`config.mk`:
```
export PLATFORM = sky130hd
export DESIGN_NAME = alu_bit_serializer
export DESIGN_NICKNAME = d
export VERILOG_FILES = /design/src/rtl/alu_bit_serializer.sv
export SDC_FILE = /design/constraint.sdc
export NUM_CORES = 1
export LEC_CHECK = 0
export ABC_AREA = 1
export ABC_CLOCK_PERIOD_IN_PS = 1100
export CAP_MARGIN = 20
export CORE_ASPECT_RATIO = 0.7
export CORE_MARGIN = 1
export CORE_UTILIZATION = 39
export CTS_BUF_LIST = sky130_fd_sc_hd__clkbuf_16
export CTS_CLUSTER_SIZE = 16
export DETAILED_ROUTE_END_ITERATION = 7
export PLACE_DENSITY = 0.75
export SKIP_CTS_REPAIR_TIMING = 1
export SYNTH_ARGS = -nofsm -noshare
export SYNTH_HDL_FRONTEND = slang
export SYNTH_SLANG_ARGS = --single-unit
export TNS_END_PERCENT = 5
```
`constraint.sdc`:
```
create_clock -name clk -period 1.1 [get_ports clk]
set_input_delay 0.33 -clock clk [delete_from_list [all_inputs] [get_ports clk]]
set_output_delay 0.33 -clock clk [all_outputs]
set_load 0.05 [all_outputs]
```
`src/rtl/alu_bit_serializer.sv`:
```
// alu_bit_serializer
//   Captures a 32-bit ALU result word over a valid/ready handshake, holds it on
//   the 32:1 bit-select mux data bus, steps the mux select through every bit
//   position and streams the returned mux bit out with valid/ready/last.
//
//   Optional build macro: ALU_SER_PARITY_EN appends one even-parity beat
//   (XOR of the captured word) after the 32 data beats.
//
// Parameters
//   LSB_FIRST : 1 -> select order 0..31, 0 -> select order 31..0
//   WORD_W    : word width, fixed at 32 to match the mux (select is 5 bits)
//
// Ports
//   clk, rst_n             : clock (rising edge), async active-low reset
//   in_valid/in_ready      : word handshake (in_ready high only in IDLE)
//   in_data[31:0]          : ALU result word
//   mux_a[31:0]            : captured word driving mux data input A
//   mux_sel[4:0]           : mux select C
//   mux_y                  : mux output Y (combinational from mux_a/mux_sel)
//   ser_bit/ser_valid/ser_ready/ser_last : serial output stream
//   busy                   : word in flight (state != IDLE)
module alu_bit_serializer #(
  parameter bit          LSB_FIRST = 1'b1,
  parameter int unsigned WORD_W    = 32
) (
  input  logic              clk,
  input  logic              rst_n,
  input  logic              in_valid,
  output logic              in_ready,
  input  logic [WORD_W-1:0] in_data,
  output logic [WORD_W-1:0] mux_a,
  output logic [4:0]        mux_sel,
  input  logic              mux_y,
  output logic              ser_bit,
  output logic              ser_valid,
  input  logic              ser_ready,
  output logic              ser_last,
  output logic              busy
);

  localparam int unsigned SEL_W = 5;
  localparam int unsigned CNT_W = 6;
`ifdef ALU_SER_PARITY_EN
  localparam int unsigned LAST_IDX = WORD_W;
`else
  localparam int unsigned LAST_IDX = WORD_W - 1;
`endif

  typedef enum logic [1:0] {IDLE, SHIFT, DRAIN} state_t;

  state_t             state, state_nxt;
  logic [CNT_W-1:0]   cnt, cnt_nxt;
  logic [WORD_W-1:0]  mux_a_nxt;
  logic [SEL_W-1:0]   mux_sel_nxt;
  logic               ser_bit_nxt, ser_valid_nxt, ser_last_nxt;
  logic               adv;
  logic               last_beat;
  logic               beat_bit;

  // Beat may advance when the output slot is empty or being consumed
  assign adv       = !ser_valid || ser_ready;
  assign last_beat = (cnt == CNT_W'(LAST_IDX));
  assign in_ready  = (state == IDLE);
  assign busy      = (state != IDLE);

`ifdef ALU_SER_PARITY_EN
  // Parity beat is taken from the held word, not the mux, so select is free
  assign beat_bit = (cnt == CNT_W'(WORD_W)) ? ^mux_a : mux_y;
`else
  assign beat_bit = mux_y;
`endif

  // State and datapath registers
  always_ff @(posedge clk or negedge rst_n) begin
    if (!rst_n) begin
      state     <= IDLE;
      cnt       <= '0;
      mux_a     <= '0;
      mux_sel   <= '0;
      ser_bit   <= 1'b0;
      ser_valid <= 1'b0;
      ser_last  <= 1'b0;
    end else begin
      state     <= state_nxt;
      cnt       <= cnt_nxt;
      mux_a     <= mux_a_nxt;
      mux_sel   <= mux_sel_nxt;
      ser_bit   <= ser_bit_nxt;
      ser_valid <= ser_valid_nxt;
      ser_last  <= ser_last_nxt;
    end
  end

  // Next-state and next-output logic
  always_comb begin
    state_nxt     = state;
    cnt_nxt       = cnt;
    mux_a_nxt     = mux_a;
    mux_sel_nxt   = mux_sel;
    ser_bit_nxt   = ser_bit;
    ser_valid_nxt = ser_valid;
    ser_last_nxt  = ser_last;

    case (state)
      IDLE: begin
        if (in_valid) begin
          mux_a_nxt   = in_data;
          cnt_nxt     = '0;
          mux_sel_nxt = LSB_FIRST ? SEL_W'(0) : SEL_W'(WORD_W - 1);
          state_nxt   = SHIFT;
        end
      end
      SHIFT: begin
        // Select only moves on advance edges so mux_y always tracks bit cnt
        if (adv) begin
          ser_bit_nxt   = beat_bit;
          ser_valid_nxt = 1'b1;
          ser_last_nxt  = last_beat;
          cnt_nxt       = cnt + CNT_W'(1);
          mux_sel_nxt   = LSB_FIRST ? (mux_sel + SEL_W'(1)) : (mux_sel - SEL_W'(1));
          if (last_beat) state_nxt = DRAIN;
        end
      end
      DRAIN: begin
        if (ser_ready) begin
          ser_valid_nxt = 1'b0;
          ser_last_nxt  = 1'b0;
          state_nxt     = IDLE;
        end
      end
      default: state_nxt = IDLE;
    endcase
  end

endmodule

```
==> qor.yml, run 1 <==
outcome:
  status: "finished with violations"
  violations: "setup timing"
grt:
  grt_pass1_vias: 1711
  gr-total-overflow: 0
  grtUsageTotal_pct: 20.5
  antenna_found_initial: 0
  grt_pass1_wl_mm: 8.46
  grt_max_degree: 49
placed_design:
  routabilityCongestion: 0.759
  hpwl_mm: 3.69
  dpl_cell_area_um2: 3490
  port_buffers: 78
sta:
  period_minus_slack_ps: 1510
  drv_slew: 0
  setup_ws_ps: -406
  max_freq_mhz: 664
  finClkSkew_ps: 5.56
  worst_pin_slew_ps: 255
  rsz0062_at_grt: "yes"
  period_share_pct: 137
  setup_viol: 90
  hold_viol: 0
  slew_headroom_pct: 83.0
floorplan:
  die_y_um: 62.6
  core_um2: 4910
  die_w_um: 88.6
  pin_count: 79
  start_util_pct: 41.7
  rows: 21
  dieArea_um2: 5550
power_and_ir_drop:
  power_frac_comb_pct: 62.9
  finalPower_mw: 13.8
  p_int_mw: 8.04
  sequentialPowerShare_pct: 24.7
  swShare_pct: 41.7
  p_clk_share_pct: 12.4
  p_switching_mw: 5.76
  cellLeakagePower_nw: 1.78
  ir_worst_vdd_mv: 1.60
  p_per_area_nw_per_um2: 3620
setup_path:
  reg2regPathDepth: 5
  critPathLaunchType: "flip-flop"
  r2r_slack_ps: -320
  critPathKind: "reg2out"
  rr_endpoint: "mux_a[22]"
  critPathMaxFanout: 3
  regToRegStartpoint: "state[0]"
  worstPathArrival_ps: 1180
  cp-end-kind: "output pin"
  worstSetupStartpoint: "state[0]"
  critPathRequiredTime_ps: 770
detailed_routing:
  wl_met1_mm: 2.28
  routed_wl_mm: 5.59
  antenna_left: 0
  drt_pre_antenna_iters: 4
  top_layer: "met4"
  detailroute.wirelength.met3_um: 452
  wl_per_cell_um: 16.2
  num_vias: 1673
  wl_met2_mm: 2.79
  drt_iter0_drc: 67
  drcViolationCount: 0
  viasPerCell: 4.85
yosys:
  synth_top_area_share_pct: 58.7
  synth_cell_types: 19
  yosysSeqAreaShare_pct: 58.7
  synth_common_cells: "dfrtp_1 (48), nand2_1 (32), mux2_4 (15)"
  yosysTopAreaCell: "dfrtp_1"
  syn_nets: 207
  synth_edf_count: 0
  yosys-top-cells-area: "dfrtp_1 (59%), mux2_4 (11%), mux2_2 (6.6%), nand2_1 (5.9%), mux2_1 (2.8%)"
  synth.most_common_cell: "dfrtp_1"
  ys_warn_count: 0
  ys_ff_latch: 48
  async_reset_ff_share_pct: 100
  avgSynthCellArea_um2: 12.2
  netlist_area_um2: 2050
  netlist_instances: 168
  synth_flop_cell: "dfrtp_1"
finish:
  multi_input_area_um2: 853
  nets: 314
  insertedDiodeCount: 0
  n_fill_cell: 295
  areaGrowthSynthToFinish_pct: 85.9
  drive_gt1_share_pct: 44.9
  seqCellArea_um2: 1200
  final_cell_area_um2: 3810
clocking:
  htree_levels: 2
  clkSinkCount: 48
  clk_pin_slew_ps: 60
  insertion_delay_ps: 290
  cts-root-buf: "clkbuf_16"
  cts_tree: "yes"
  cts_buffer_depth: 2
  cts_buffers: 5
hold_path:
  hold_path.class: "in2async"
job:
  drv_cap: 0
==> metrics by stage <==
stage / util (%) / hold WS, ps / instances / worst slack, ps / setup TNS, ps
6_report: 77.5 / 28.7 / 345 / -406 / -16960
5_1_grt: 77.5 / 41.9 / 345 / -439 / -20580
4_1_cts: 74.3 / 36.9 / 338 / -467 / -15760
3_5_place_dp: 71.0 / 342 / 330 / -496 / -21420
3_3_place_gp: 71.0 / 332 / 330 / -451 / -20070
2_1_floorplan: - / 34.4 / 168 / -428 / -15390
==> final cells by class <==
class | count | area share, %
multi-input combinational | 107 | 22.4
inverter | 8 | 0.920
timing repair buffer | 105 | 38.5
tap | 69 | 2.27
sequential | 48 | 31.6
clock inverter | 3 | 1.02
clock buffer | 5 | 3.29
==> per-layer routing <==
| metal | vias to the layer above | GRT usage, % |
|---|---|---|
| met4 | 0 | 5.85 |
| met5 | - | 0 |
| met1 | 801 | 24.0 |
| li1 | 782 | - |
| met3 | 10 | 7.53 |
| met2 | 80 | 35.1 |
==> power by group through the flow <==
stage	Clock, mW	Combinational, mW	Sequential, mW
floorplan	0	1.76	5.42
global placement	0	8.10	3.33
detailed placement	0	8.21	3.37
CTS	1.73	8.29	3.38
global route	1.83	9.03	3.49
finish	1.71	8.68	3.40
==> registers in the layout, summed over array words and instances, names as in the netlist <==
signal     flops
cnt            6
state          2
ser_bit        1
ser_last       1
ser_valid      1
mux_sel        5
mux_a         32
==> kinds of logic after synthesis <==
logic type / Yosys count / synth area share [%]
buffers and inverters: 14 / 3.97
multiplexers: 32 / 20.4
AND/OR/NAND/NOR: 60 / 12.8
AO/OA/AOI/OAI: 12 / 2.93
flip-flops: 48 / 58.7
adder cells (fa/ha/maj): 2 / 1.22
==> cell usage in the layout, fill, tap and decap left out, types with 6 or more instances in the layout <==
| cell type | instances |
|---|---|
| buf_12 | 46 |
| buf_4 | 19 |
| clkdlybuf4s50_1 | 35 |
| dfrtp_1 | 46 |
| inv_1 | 6 |
| mux2_2 | 12 |
| mux2_4 | 15 |
| nand2_1 | 29 |
| nand3_1 | 9 |
| nor2_1 | 7 |
==> how the worst max path moves through the flow <==
stage	end	cells past startpoint	slack, ps
CTS	busy	4	-470
global placement	mux_sel[3]	9	-450
floorplan	mux_a[10]	5	-430
finish	busy	4	-410
detailed placement	cnt[4]	7	-500
global route	busy	4	-440
==> worst max-delay path: stages, from the launching register on <==
cell and delay [ps]:
dfrtp_1 420, nor2_4 160, buf_6 140, inv_4 30, buf_12 130
No activity file was read; power rests on OpenSTA's default activity.
==> inputs of run 2 (changes only) <==
--- a/config.mk
+++ b/config.mk
@@ -6,5 +6,4 @@
 export NUM_CORES = 1
 export LEC_CHECK = 0
-export ABC_AREA = 1
 export ABC_CLOCK_PERIOD_IN_PS = 1100
 export CAP_MARGIN = 20
@@ -15,5 +14,5 @@
 export CTS_CLUSTER_SIZE = 16
 export DETAILED_ROUTE_END_ITERATION = 7
-export PLACE_DENSITY = 0.75
+export PLACE_DENSITY = 0.76
 export SKIP_CTS_REPAIR_TIMING = 1
 export SYNTH_ARGS = -nofsm -noshare
==> constraint.sdc (replaced) <==
create_clock -name clk -period 1.1 [get_ports clk]
set_input_delay 0.33 -clock clk [delete_from_list [all_inputs] [get_ports clk]]
set_output_delay 0.33 -clock clk [all_outputs]
set_load 0.02 [all_outputs]
==> run 2 against run 1 <==
  * The flow still finishes with violations (setup timing)
  * Area after synthesis down 0.98%
  * Utilization down 12 points
  * Synthesized cell count up 29%
  * Setup slack better by 150 ps
  * Non-clock buffer count up 3
  * Flip-flop and latch count unchanged
  * Hold slack worse by 12 ps
  * Critical path type is now reg2reg
  * Critical endpoint is now ser_bit
==> qor.yml, run 2 <==
outcome:
  status: "finished with violations"
  violations: "setup timing"
clocking:
  cts-root-buf: "clkbuf_16"
  cts_tree: "yes"
  clk_pin_slew_ps: 60  # about the same
  cts_buffer_depth: 2  # unchanged
  insertion_delay_ps: 280  # about the same
  htree_levels: 2  # unchanged
  clkSinkCount: 48  # unchanged
  cts_buffers: 5  # unchanged
yosys:
  synth_top_area_share_pct: 59.3  # +0.58 points
  netlist_area_um2: 2030  # -0.98%
  async_reset_ff_share_pct: 100  # unchanged
  yosys-top-cells-area: "dfrtp_1 (59%), nand2_1 (20%), buf_4 (1.9%), a22o_1 (1.7%), xnor2_1 (1.7%)"
  ys_warn_count: 0  # unchanged
  synth_compound_area_share_pct: 5.12  # +2.2 points
  synth.most_common_cell: "nand2_1"
  ys_ff_latch: 48  # unchanged
  avgSynthCellArea_um2: 9.38  # -23%
  netlist_instances: 216  # +29%
  synth-xor-area-share_pct: 1.73  # +1.7 points
  synth_flop_cell: "dfrtp_1"
  synth_top_family_by_area: "simple AND/OR/NAND/NOR gates"
  synth_cell_types: 28  # +9
  synth_fa_ha_area_share_pct: 1.23  # +0.012 points
  synthSimpleGateAreaFrac_pct: 27.4  # +15 points
  yosysSeqAreaShare_pct: 59.3  # +0.58 points
  synth_common_cells: "nand2_1 (108), dfrtp_1 (48), nor2_1 (7)"
  synth_mux_area_share_pct: 1.54  # -19 points
  synth_edf_count: 0  # unchanged
  yosysTopAreaCell: "dfrtp_1"
  syn_nets: 255  # +23%
setup_path:
  worstPathArrival_ps: 1520  # +340 ps
  crit_chain: "buf_6 > nand2b_4 > nor2_4 > mux2_4"
  critPathKind: "reg2reg"
  critPathRequiredTime_ps: 1270  # +500 ps
  crit_path_max_incr_delay_ps: 430  # about the same
  cp-end-kind: "flip-flop"
  r2r_slack_ps: -250  # +70 ps
  critPathLaunchType: "flip-flop"
  regToRegStartpoint: "state[1]"
  slowest_stage: "dfrtp_2"
  worstSetupStartpoint: "state[1]"
  critPathMaxFanout: 7  # +4
power_and_ir_drop:
  swShare_pct: 39.1  # -2.6 points
  cellLeakagePower_nw: 1.64  # -7.4%
  p_per_area_nw_per_um2: 2780  # -23%
  p_int_mw: 5.39  # -33%
  p_switching_mw: 3.47  # -40%
  p_clk_share_pct: 19.2  # +6.8 points
  power_frac_comb_pct: 46.9  # -16 points
  ir_worst_vdd_mv: 1.45  # -9.3%
  sequentialPowerShare_pct: 33.8  # +9.1 points
grt:
  antenna_found_initial: 0  # unchanged
  grt_max_degree: 49  # unchanged
  gr-total-overflow: 0  # unchanged
  grtUsageTotal_pct: 20.4  # -0.083 points
  grt_pass1_wl_mm: 8.56  # +1.1%
  grt_pass1_vias: 1780  # +4.0%
floorplan:
  die_w_um: 88.2  # -0.48%
  pin_count: 79  # unchanged
  rows: 21  # unchanged
  start_util_pct: 41.5  # -0.19 points
  dieArea_um2: 5490  # -0.96%
  core_um2: 4890  # -0.53%
  die_y_um: 62.3  # -0.48%
detailed_routing:
  antenna_left: 0  # unchanged
  routed_wl_mm: 5.33  # -4.6%
  wl_met1_mm: 2.41  # +5.8%
  drcViolationCount: 0  # unchanged
  wl_per_cell_um: 13.6  # -16%
  viasPerCell: 4.66  # -3.8%
  num_vias: 1833  # +9.6%
  detailroute.wirelength.met3_um: 509  # +13%
  top_layer: "met4"
  drt_pre_antenna_iters: 4  # unchanged
  wl_met2_mm: 2.40  # -14%
  drt_iter0_drc: 151  # +130%
sta:
  period_share_pct: 123  # -14 points
  rsz0062_at_grt: "yes"
  worst_pin_slew_ps: 287  # +31.6 ps
  finClkSkew_ps: 5.90  # +0.341 ps
  hold_viol: 0  # unchanged
  setup_viol: 89  # -1.1%
  max_freq_mhz: 739  # +11%
  period_minus_slack_ps: 1350  # -153 ps
  final.setup.tns_ps: -8650  # +8310 ps
  slew_headroom_pct: 80.8  # -2.2 points
  drv_slew: 0  # unchanged
  setup_ws_ps: -253  # +153 ps
finish:
  areaGrowthSynthToFinish_pct: 57.3
  drive_gt1_share_pct: 31.8  # -13 points
  final_cell_area_um2: 3190  # -16%
  reg_top3: "mux_a x32, cnt x6, mux_sel x5"
  n_fill_cell: 414  # +40%
  insertedDiodeCount: 0  # unchanged
  nets: 362  # +15%
  largest_register_ff_count: 32  # unchanged
  regMostFlops: "mux_a"
  final_common_cell: "nand2_1"
  mostFrequentLayoutCells: "nand2_1 (107), dfrtp_1 (46), clkdlybuf4s50_1 (34)"
placed_design:
  routabilityCongestion: 0.846  # +11%
  port_buffers: 78  # unchanged
  hpwl_mm: 3.59  # -2.8%
  dpl_cell_area_um2: 3090  # -11%
hold_path:
  hold_path.class: "in2async"
job:
  drv_cap: 0  # unchanged
-- run 2: metrics by stage --
stage | instances | hold WS, ps | setup slack (ps) | util, % | power, mW
6_report | 393 | 16.4 | -253 | 65.3 | 8.86
5_1_grt | 393 | 32.7 | -288 | 65.3 | 9.47
4_1_cts | 390 | 34.0 | -665 | 66.7 | 9.31
3_5_place_dp | 382 | 336 | -602 | 63.3 | 7.57
3_3_place_gp | 382 | 336 | -545 | 63.3 | 7.42
2_1_floorplan | 216 | 34.4 | -162 | - | 5.19
-- run 2: path summary, 6_finish.rpt --
check,endpoint,cells after the start
hold reg to reg,mux_a[15],2
max in group asynchronous,state[1],2
hold / removal,cnt[0],2
setup reg to reg,ser_bit,4
setup / recovery,ser_bit,4
min in group clk,mux_a[15],2
-- run 2: power groups by stage --
stage	clock network [mW]	logic, mW	registers (mW)
after detailed placement	0	4.57	3.00
after CTS	1.73	4.59	2.99
after global placement	0	4.45	2.97
after global routing	1.85	4.54	3.09
final	1.70	4.16	3.00
after floorplan	0	1.34	3.85
-- run 2: cell type report --
class | count | area (µm²) | area share (%)
sequential | 48 | 1200 | 37.7
timing repair buffer | 108 | 885 | 27.7
multi-input combinational | 157 | 836 | 26.2
clock buffer | 5 | 125 | 3.92
tap | 69 | 86.3 | 2.71
clock inverter | 3 | 42.5 | 1.33
inverter | 3 | 11.3 | 0.353
-- run 2: cell families (layout without fill, tap and decap cells) --
family,count (synthesis),in the layout
DFF,48,48
xor gates and xnor gates,4,4
and+or+nand+nor,131,132
muxes,3,3
adders and majority gates,2,2
AOI/OAI and AO/OA,16,16
buffers and inverters,12,119
-- run 2: critical path, delay by kind of cell (launching register included) --
kind / cells / cell delay, ps
buffers and inverters: 1 / 130
flip-flops: 1 / 430
multiplexers: 1 / 310
AND/OR/NAND/NOR: 2 / 360
-- run 2: routing by layer --
metal / vias up / GRT usage, %
li1: 902 / -
met1: 860 / 28.5
met2: 69 / 30.4
met3: 2 / 8.24
met4: 0 / 3.63
met5: - / 0
